==> src/rtl/apb_led_sw_pkg.sv <==
// Shared constants for the APB LED/switch controller: register offsets,
// LED mode encodings and the identification magic number.
package apb_led_sw_pkg;

  localparam logic [15:0] REG_ID         = 16'h0000;
  localparam logic [15:0] REG_MODE       = 16'h0004;
  localparam logic [15:0] REG_BLINK_DIV  = 16'h0008;
  localparam logic [15:0] REG_SW_STATE   = 16'h000C;
  localparam logic [15:0] REG_IRQ_STATUS = 16'h0010;
  localparam logic [15:0] REG_IRQ_EN     = 16'h0014;
  localparam logic [15:0] REG_DUTY_BASE  = 16'h0040;

  localparam logic [1:0] LED_MODE_OFF   = 2'b00;
  localparam logic [1:0] LED_MODE_ON    = 2'b01;
  localparam logic [1:0] LED_MODE_PWM   = 2'b10;
  localparam logic [1:0] LED_MODE_BLINK = 2'b11;

  localparam logic [15:0] ID_MAGIC = 16'h4C53;

endpackage

==> src/rtl/sw_debounce.sv <==
// One switch channel: two-flop synchroniser followed by a stability counter.
// The accepted level only changes after the synchronised input has differed
// from it for DEBOUNCE_CNT consecutive cycles; sw_edge pulses in the cycle
// the accepted level is about to change.
module sw_debounce
  import apb_led_sw_pkg::*;
#(
  parameter int DEBOUNCE_CNT = 50000
) (
  input  logic clk,
  input  logic reset,
  input  logic sw_async,
  output logic sw_stable,
  output logic sw_edge
);

  localparam int DW = $clog2(DEBOUNCE_CNT);
  localparam logic [DW-1:0] DCNT_LAST = DW'(DEBOUNCE_CNT - 1);

  logic          sync_q1;
  logic          sync_q2;
  logic [DW-1:0] dcnt;

  assign sw_edge = (sync_q2 != sw_stable) && (dcnt == DCNT_LAST);

  // Synchronise the raw input and accept it once it has held long enough;
  // any return to the accepted level restarts the count.
  always_ff @(posedge clk) begin
    if (reset) begin
      sync_q1   <= 1'b0;
      sync_q2   <= 1'b0;
      sw_stable <= 1'b0;
      dcnt      <= '0;
    end else begin
      sync_q1 <= sw_async;
      sync_q2 <= sync_q1;
      if (sync_q2 == sw_stable) begin
        dcnt <= '0;
      end else if (dcnt == DCNT_LAST) begin
        sw_stable <= sync_q2;
        dcnt      <= '0;
      end else begin
        dcnt <= dcnt + 1'b1;
      end
    end
  end

endmodule

==> src/rtl/apb_led_sw_ctrl.sv <==
// APB3 peripheral driving a bank of LEDs (off/on/PWM/blink per channel) and
// sampling a bank of debounced switches with per-switch edge interrupts.
module apb_led_sw_ctrl
  import apb_led_sw_pkg::*;
#(
  parameter int          LED_NUM       = 8,
  parameter int          SW_NUM        = 1,
  parameter int          PWM_BITS      = 8,
  parameter int          DEBOUNCE_CNT  = 50000,
  parameter logic [23:0] BLINK_DEFAULT = 24'd5_000_000
) (
  input  logic               io_systemClk,
  input  logic               io_systemReset,
  input  logic [15:0]        io_apbSlave_0_PADDR,
  input  logic               io_apbSlave_0_PSEL,
  input  logic               io_apbSlave_0_PENABLE,
  input  logic               io_apbSlave_0_PWRITE,
  input  logic [31:0]        io_apbSlave_0_PWDATA,
  output logic [31:0]        io_apbSlave_0_PRDATA,
  output logic               io_apbSlave_0_PREADY,
  output logic               io_apbSlave_0_PSLVERROR,
  output logic [LED_NUM-1:0] o_led,
  input  logic [SW_NUM-1:0]  i_sw,
  output logic               o_irq
);

  logic [15:0]           reg_addr;
  logic                  access;
  logic                  wr_en;
  logic                  addr_hit;
  logic [31:0]           rdata;
  logic [LED_NUM-1:0]    duty_hit;
  logic [2*LED_NUM-1:0]  mode;
  logic [23:0]           blink_div;
  logic [PWM_BITS-1:0]   duty [LED_NUM];
  logic [SW_NUM-1:0]     sw_stable;
  logic [SW_NUM-1:0]     sw_edge;
  logic [SW_NUM-1:0]     irq_status;
  logic [SW_NUM-1:0]     irq_en;
  logic [SW_NUM-1:0]     w1c_mask;
  logic [PWM_BITS-1:0]   pcnt;
  logic [23:0]           prescaler;
  logic                  phase;
  logic [LED_NUM-1:0]    led_next;
  logic                  unused_apb;

  assign reg_addr   = {io_apbSlave_0_PADDR[15:2], 2'b00};
  assign access     = io_apbSlave_0_PSEL & io_apbSlave_0_PENABLE;
  assign wr_en      = access & io_apbSlave_0_PWRITE;
  assign unused_apb = ^{io_apbSlave_0_PADDR[1:0], io_apbSlave_0_PWDATA};

  assign io_apbSlave_0_PREADY    = 1'b1;
  assign io_apbSlave_0_PSLVERROR = access & ~addr_hit;
  assign io_apbSlave_0_PRDATA    = rdata;

  assign w1c_mask = (wr_en && reg_addr == REG_IRQ_STATUS) ?
                    io_apbSlave_0_PWDATA[SW_NUM-1:0] : '0;

  // One debouncer per switch input.
  for (genvar g = 0; g < SW_NUM; g++) begin : g_sw
    sw_debounce #(.DEBOUNCE_CNT(DEBOUNCE_CNT)) u_debounce (
      .clk       (io_systemClk),
      .reset     (io_systemReset),
      .sw_async  (i_sw[g]),
      .sw_stable (sw_stable[g]),
      .sw_edge   (sw_edge[g])
    );
  end

  // Flag which implemented DUTY register, if any, the address selects.
  always_comb begin
    for (int i = 0; i < LED_NUM; i++) begin
      duty_hit[i] = (reg_addr == REG_DUTY_BASE + 16'(4 * i));
    end
  end

  // Combinational read mux; also decides whether the address is mapped.
  always_comb begin
    rdata    = '0;
    addr_hit = 1'b1;
    case (reg_addr)
      REG_ID:         rdata = {ID_MAGIC, 8'(SW_NUM), 8'(LED_NUM)};
      REG_MODE:       rdata = 32'(mode);
      REG_BLINK_DIV:  rdata = 32'(blink_div);
      REG_SW_STATE:   rdata = 32'(sw_stable);
      REG_IRQ_STATUS: rdata = 32'(irq_status);
      REG_IRQ_EN:     rdata = 32'(irq_en);
      default: begin
        addr_hit = |duty_hit;
        for (int i = 0; i < LED_NUM; i++) begin
          if (duty_hit[i]) rdata = 32'(duty[i]);
        end
      end
    endcase
  end

  // Writable configuration registers; unmapped and read-only writes drop.
  always_ff @(posedge io_systemClk) begin
    if (io_systemReset) begin
      mode      <= '0;
      blink_div <= BLINK_DEFAULT;
      irq_en    <= '0;
      for (int i = 0; i < LED_NUM; i++) duty[i] <= '0;
    end else if (wr_en) begin
      case (reg_addr)
        REG_MODE:      mode      <= io_apbSlave_0_PWDATA[2*LED_NUM-1:0];
        REG_BLINK_DIV: blink_div <= io_apbSlave_0_PWDATA[23:0];
        REG_IRQ_EN:    irq_en    <= io_apbSlave_0_PWDATA[SW_NUM-1:0];
        default: begin
          for (int i = 0; i < LED_NUM; i++) begin
            if (duty_hit[i]) duty[i] <= io_apbSlave_0_PWDATA[PWM_BITS-1:0];
          end
        end
      endcase
    end
  end

  // Sticky edge status; a new edge beats a simultaneous write-one-to-clear.
  always_ff @(posedge io_systemClk) begin
    if (io_systemReset) irq_status <= '0;
    else                irq_status <= (irq_status & ~w1c_mask) | sw_edge;
  end

  // Registered interrupt level from enabled pending bits.
  always_ff @(posedge io_systemClk) begin
    if (io_systemReset) o_irq <= 1'b0;
    else                o_irq <= |(irq_status & irq_en);
  end

  // Free-running PWM counter shared by all LEDs.
  always_ff @(posedge io_systemClk) begin
    if (io_systemReset) pcnt <= '0;
    else                pcnt <= pcnt + 1'b1;
  end

  // Blink prescaler; a BLINK_DIV write restarts the period without
  // disturbing the current phase.
  always_ff @(posedge io_systemClk) begin
    if (io_systemReset) begin
      prescaler <= '0;
      phase     <= 1'b0;
    end else if (wr_en && reg_addr == REG_BLINK_DIV) begin
      prescaler <= '0;
    end else if (prescaler == blink_div) begin
      prescaler <= '0;
      phase     <= ~phase;
    end else begin
      prescaler <= prescaler + 1'b1;
    end
  end

  // Per-LED source selection by mode.
  always_comb begin
    for (int i = 0; i < LED_NUM; i++) begin
      led_next[i] = 1'b0;
      case (mode[2*i +: 2])
        LED_MODE_OFF:   led_next[i] = 1'b0;
        LED_MODE_ON:    led_next[i] = 1'b1;
        LED_MODE_PWM:   led_next[i] = (pcnt < duty[i]);
        LED_MODE_BLINK: led_next[i] = phase;
      endcase
    end
  end

  // Glitch-free registered LED drive.
  always_ff @(posedge io_systemClk) begin
    if (io_systemReset) o_led <= '0;
    else                o_led <= led_next;
  end

endmodule

==> config.mk <==
export PLATFORM = sky130hd
export DESIGN_NAME = apb_led_sw_ctrl
export DESIGN_NICKNAME = d
export VERILOG_FILES = /design/src/rtl/apb_led_sw_pkg.sv /design/src/rtl/sw_debounce.sv /design/src/rtl/apb_led_sw_ctrl.sv
export SDC_FILE = /design/constraint.sdc
export NUM_CORES = 1
export LEC_CHECK = 0
export CAP_MARGIN = 0
export CORE_MARGIN = 3
export CORE_UTILIZATION = 33
export DETAILED_ROUTE_END_ITERATION = 8
export PLACE_DENSITY = 0.55
export SLEW_MARGIN = 10
export SYNTH_ARGS = -nofsm -noshare
export SYNTH_HDL_FRONTEND = slang
export SYNTH_SLANG_ARGS = --single-unit
==> constraint.sdc <==
create_clock -name io_systemClk -period 3.7 [get_ports io_systemClk]
set_clock_uncertainty 0.15 [all_clocks]
set_input_delay 0.555 -clock io_systemClk [delete_from_list [all_inputs] [get_ports io_systemClk]]
set_output_delay 0.555 -clock io_systemClk [all_outputs]
set_load 0.03 [all_outputs]
# Word level (Yosys, flattened, before mapping)
# Memories as Yosys holds them, arrays and structs flattened.
# Cells that the tools add are included.
# W data, S select, Z words.
[word_totals]
output_inout_bits = 43
memories = 1
regBits = 103
wordCells = 176
mem_bits_rw = 64
input_bits = 54
[memory_table]
columns = ["name", "words", "width", "rd", "rd_ports_with_merged_regs", "write_ports", "line_no", "text"]
rows = [
  ["duty", 8, 8, 8, 0, 8, "apb_led_sw_ctrl.sv:35", "logic [PWM_BITS-1:0] duty [LED_NUM];"],
]
[op_classes]
n_eq_ne = 41
addsub = 3
bitwise_logic = 19
mux = 69
reduce_logical = 22
magnitude_cmp = 8
[ops]
columns = ["op", "count"]
rows = [
  ["$mux W32", 7],
  ["$pmux W32 S6", 1],
  ["$eq A14 B5 Y1 const B", 8],
  ["$mux W8", 9],
  ["$lt A8 B8 Y1", 8],
  ["$mux W1", 44],
  ["$eq A2 B2 Y1 const B", 16],
  ["$pmux W1 S4", 8],
  ["$eq A14 B2 Y1 const B", 2],
  ["$eq A14 B3 Y1 const B", 2],
  ["$add A24 B1 Y24 const B", 1],
  ["$eq A24 B24 Y1", 1],
  ["$add A16 B1 Y16 const B", 1],
  ["$eq A16 B16 Y1 const B", 1],
  ["$eq A2 B1 Y1 const B", 8],
  ["$logic_not A16 Y1", 1],
  ["$logic_not A2 Y1", 8],
  ["$eq A14 B1 Y1 const B", 1],
  ["$reduce_and A2 Y1", 5],
  ["$or A1 B1 Y1", 9],
  ["$reduce_or A3 Y1", 3],
  ["$add A8 B1 Y8 const B", 1],
  ["$reduce_or A8 Y1", 1],
  ["$reduce_or A6 Y1", 1],
  ["5 further kinds", 15],
]

# Depth between registers and ports, before layout
[depth]
depth_word = 10
mapped_depth = 8
mapped_depth_nobuf = 7

# Cells and area by module
# A second synthesis with hierarchy kept.
[unflattened]
cells_unflattened = 1002
area_unflattened_um2 = 9172.5
[by_module_without_submodules]
columns = ["module", "seq_area_each_um2", "n_inst", "cells_per_inst", "area_each_um2"]
rows = [
  ["apb_led_sw_ctrl", 3603.5, 1, 908, 8316.7],
  ["sw_debounce", 380.4, 1, 94, 855.8],
]

# Least setup slack after synthesis
# OpenSTA, ideal clock, no wires.
[synth_path]
kind = "input -> output"
startpoint = "input port io_apbSlave_0_PADDR[3]"
endpoint = "output port io_apbSlave_0_PRDATA[1]"
slack_ns = 0.499
arrival_ns = 2.496
required_time_ns = 2.995
path_stages = 7
cell_sequence = "buf_2 -> buf_2 -> buf_2 -> o21ai_0 -> o21ai_0 -> a21oi_1 -> o41ai_1"
[synth_via]
elab_chain_cells = 10
[synth_lines]
columns = ["item", "line_no", "text"]
rows = [
  ["from (decl)", "apb_led_sw_ctrl.sv:14", "input logic [15:0] io_apbSlave_0_PADDR,"],
  ["$eq A14 B5 Y1", "apb_led_sw_ctrl.sv:73", "duty_hit[i] = (reg_addr == REG_DUTY_BASE + 16'(4 * i));"],
  ["$mux W8", "apb_led_sw_ctrl.sv:91", "if (duty_hit[i]) rdata = 32'(duty[i]);"],
  ["$mux W32 (7 in series)", "apb_led_sw_ctrl.sv:91", ""],
  ["$pmux W32 S6 *", "apb_led_sw_ctrl.sv:81", "case (reg_addr)"],
  ["to (decl)", "apb_led_sw_ctrl.sv:19", "output logic [31:0] io_apbSlave_0_PRDATA,"],
]
# Every way passes the cells marked *; elsewhere a longest branch is shown, timed or not.

# Worst setup path after layout
[layout_path]
startpoint = "input port io_apbSlave_0_PADDR[4]"
endpoint = "output port io_apbSlave_0_PRDATA[7]"
# The elaborated chain is that of the path after synthesis.

==> metrics.md <==
| Metric | Value |
|---|---|
| Total Negative Setup Slacks | `0 ps` |
| Crit-path max FO | `11` |
| Largest net degree at the start of global routing | `56` |
| Post-synthesis cell area | `between 9000 and 10,000 µm²` |
| Clock root buffer master | `clkbuf_16` |
| Largest family of logic cells by synthesized area | `simple AND/OR/NAND/NOR gates` |
| Pwr dens | `roughly 370 nW/µm²` |
| Post-synth top flop | `dfxtp_1` |
| Number of flops mapped to enable cells by yosys | `64` |
| Port bufs | `80` |
| P&R area growth vs syn | `21.94%` |
| Worst EP required | `2990 ps` |
| Pre-CTS WS | `roughly 70 ps` |
| Slew margin rel. | `0.3087` |
| Post-synthesis compound-gate area fraction | `0.1334` |
| Crit end category | `output pin` |
| Filler Cell Count | `about 2,800` |
| Initial antenna violation count | `0` |
| Maximum vdd drop | `~270 µV` |
| First-pass GRT wire length | `~44,000 µm` |
| Core Footprint | `approximately 27,000 µm²` |
| Max Clk Rate | `278.2 MHz` |
| Pins Over Slew Limit | `0` |
| Sequential cell area fraction in the yosys report | `0.4329` |
| Total CTS buffers | `17` |
| WL/cell | `just under 20 µm` |
| Total Wirelength | `~29,000 µm` |
| Overall Global Routing Usage | `0.1902` |
| Proportion of synthesized area in mux cells | `0.03535` |
| DR DRC count | `0` |
| Post-DP HPWL | `21,270 µm` |
| Post-synthesis instance total | `roughly 1,000` |
| Worst Hold Class | `flip-flop to flip-flop` |
| Post-synth cell types | `64` |
| # setup viols final | `0` |
| Unrepaired setup endpoints after global routing | `false` |
| Cell leakage power | `between 4 and 5 nW` |
| Vias per inst | `around 5.1` |
| Synth Area in Simple Gates | `0.1914` |
| Via count | `approximately 7,600` |
| Final period util | `0.9715` |
| Fin crit period | `3594 ps` |
| Synthesized-area fraction occupied by adder cells | `0.08022` |
| Setup repair bufs after CTS | `0` |
| Outcome | `finished clean` |
| Nets@finish | `1,220` |
| Rows | `60` |
| Vias in the first global route | `7,273` |
| Clk_lat worst skew | `between 400 and 500 ps` |
| CTS tree | `done` |
| Routability cong. | `~0.97` |
| Final setup margin | `between 100 and 150 ps` |
| Worst-margin pin slew | `roughly 1000 ps` |
| Top cells by area, synth | `dfxtp_1 22%, edfxtp_1 21%, ha_1 8.0%` |
| Grt total ovfl | `0` |
| Chip width | `about 170 µm` |
| Yosys Warn Count | `0` |
| Sink Count | `between 150 and 200` |
| Share of layout cells above drive strength 1 | `0.1107` |
| Crit path kind | `primary input to output pin` |
| H-tree depth | `4` |
| Die Ht | `approximately 170 µm` |
| Drt initial violations | `668` |
| FF+latch count, synth | `~170` |
| Synth Area in XOR/XNOR | `0.06281` |
| Initial Utilization | `0.3386` |
| Ports | `97` |
| Critical path arrival | `between 2000 and 3000 ps` |
| Synth area leader | `dfxtp_1` |
| Mean Syn Cell Area | `a little over 9 µm²` |
| Yosys top cell area share | `0.2241` |
| Post-synth ARST share | `0` |
| Final Hold Viols | `0` |
| Die ar. | `29,930 µm²` |
| CTS clk-pin slew, worst paths | `70 ps` |
| First-pass iteration count of the detailed router | `5` |
| Startpoint Class | `primary input` |
| Ant. Diodes | `0` |
| Maxcap violations | `0` |
| CTS Buffer Depth | `2` |
| Detail Route Antenna Nets | `0` |
[Yosys cell counts, types with 22 or more instances]
library cell	n
nor4_1	22
edfxtp_1	64
a21oi_1	38
nand2_1	99
nor2_1	134
mux2i_1	28
dfxtp_1	103
xor2_1	50
inv_1	86
nand3_1	32
o21ai_0	25
a21o_1	30
ha_1	59
[critical path, cell delays in order]
cell	delay, ps
clkdlybuf4s50_1	720
buf_4	250
nor2b_1	280
a21oi_1	70
o32ai_1	190
nor3_1	110
o311ai_1	410
buf_4	200
buf_12	110
[state kept, by name, indices dropped and copies added (netlist names)]
signal                     count
g_sw.u_debounce.sw_stable      1
irq_status                     1
g_sw.u_debounce.sync_q2        1
phase                          1
g_sw.u_debounce.dcnt          16
g_sw.u_debounce.sync_q1        1
o_led                          8
pcnt                           8
prescaler                     24
blink_div                     24
duty                          64
o_irq                          1
irq_en                         1
mode                          16
[cell usage in the layout (no fill, tap or decap), types with 9 or more instances in the layout]
cell             instances
nor2_1                 134
dfxtp_1                103
nand2_1                 99
inv_1                   86
buf_4                   69
edfxtp_1                64
ha_1                    59
xor2_1                  50
clkdlybuf4s50_1         48
a21oi_1                 38
nand3_1                 32
a21o_1                  30
mux2i_1                 28
o21ai_0                 25
nor4_1                  22
o211ai_1                18
clkbuf_16               17
xnor2_1                 16
nand2b_1                14
nand4_1                 14
nor2b_1                 10
nor3_1                   9
buf_12                   9
[where the power goes]
| part | switching [mW] | internal [mW] | leakage (nW) |
|---|---|---|---|
| Sequential | 0.0488 | 1.95 | 1.44 |
| Clock | 0.820 | 0.941 | 0.272 |
| Combinational | 0.206 | 0.148 | 3.04 |
| Total | 1.07 | 3.04 | 4.75 |
[routing by layer]
metal,global-route usage,wire length (µm),vias up
met3,0.02459,1188,37
met2,0.3093,13430,181
li1,-,-,3709
met5,0,0,-
met1,0.2656,13520,3655
met4,0.05439,568,0
[repair_timing]
item	CTS	global route
hold buffers	0	0
resized for setup	0	3
setup endpoints to repair	0	3
[kinds of logic after synthesis]
kind of cell	after synthesis
AND/OR/NAND/NOR	370
AO/OA/AOI/OAI	174
flip-flops	167
buffers and inverters	136
XOR/XNOR	66
adder cells (fa/ha/maj)	59
multiplexers	30
other	2
[per-stage QoR]
step	total power, mW	cells	util	instance area [µm²]	hold WS [ps]
2_1_floorplan	2.230	1008	-	9218	263.8
3_3_place_gp	2.390	1460	0.3916	10640	276.1
3_5_place_dp	2.397	1460	0.3916	10640	292.4
4_1_cts	4.149	1492	0.4125	11210	296.4
5_1_grt	4.255	1492	0.4129	11220	308.8
6_report	4.118	1492	0.4129	11220	293.4
[area by class of cell]
type / instances / area (µm²) / area share
Sequential cell: 167 / 3984 / 0.3550
Tap cell: 372 / 465.4 / 0.04148
Multi-Input combinational cell: 705 / 4668 / 0.4160
Inverter: 86 / 322.8 / 0.02877
Timing Repair Buffer: 130 / 1214 / 0.1082
Clock buffer: 17 / 425.4 / 0.03791
Clock inverter: 15 / 142.6 / 0.01271
[final timing paths]
path	startpoint	endpoint	slack [ps]	cells past startpoint
max reg2reg	prescaler[10]$_SDFF_PP0_	prescaler[14]$_SDFF_PP0_	1320	5
max	io_apbSlave_0_PADDR[4]	io_apbSlave_0_PRDATA[7]	110	9
min	g_sw[0].u_debounce.sync_q1$_SDFF_PP0_	g_sw[0].u_debounce.sync_q2$_SDFF_PP0_	290	1
min reg2reg	g_sw[0].u_debounce.sync_q1$_SDFF_PP0_	g_sw[0].u_debounce.sync_q2$_SDFF_PP0_	290	1
Note: power is estimated with default switching activity, not from simulation.
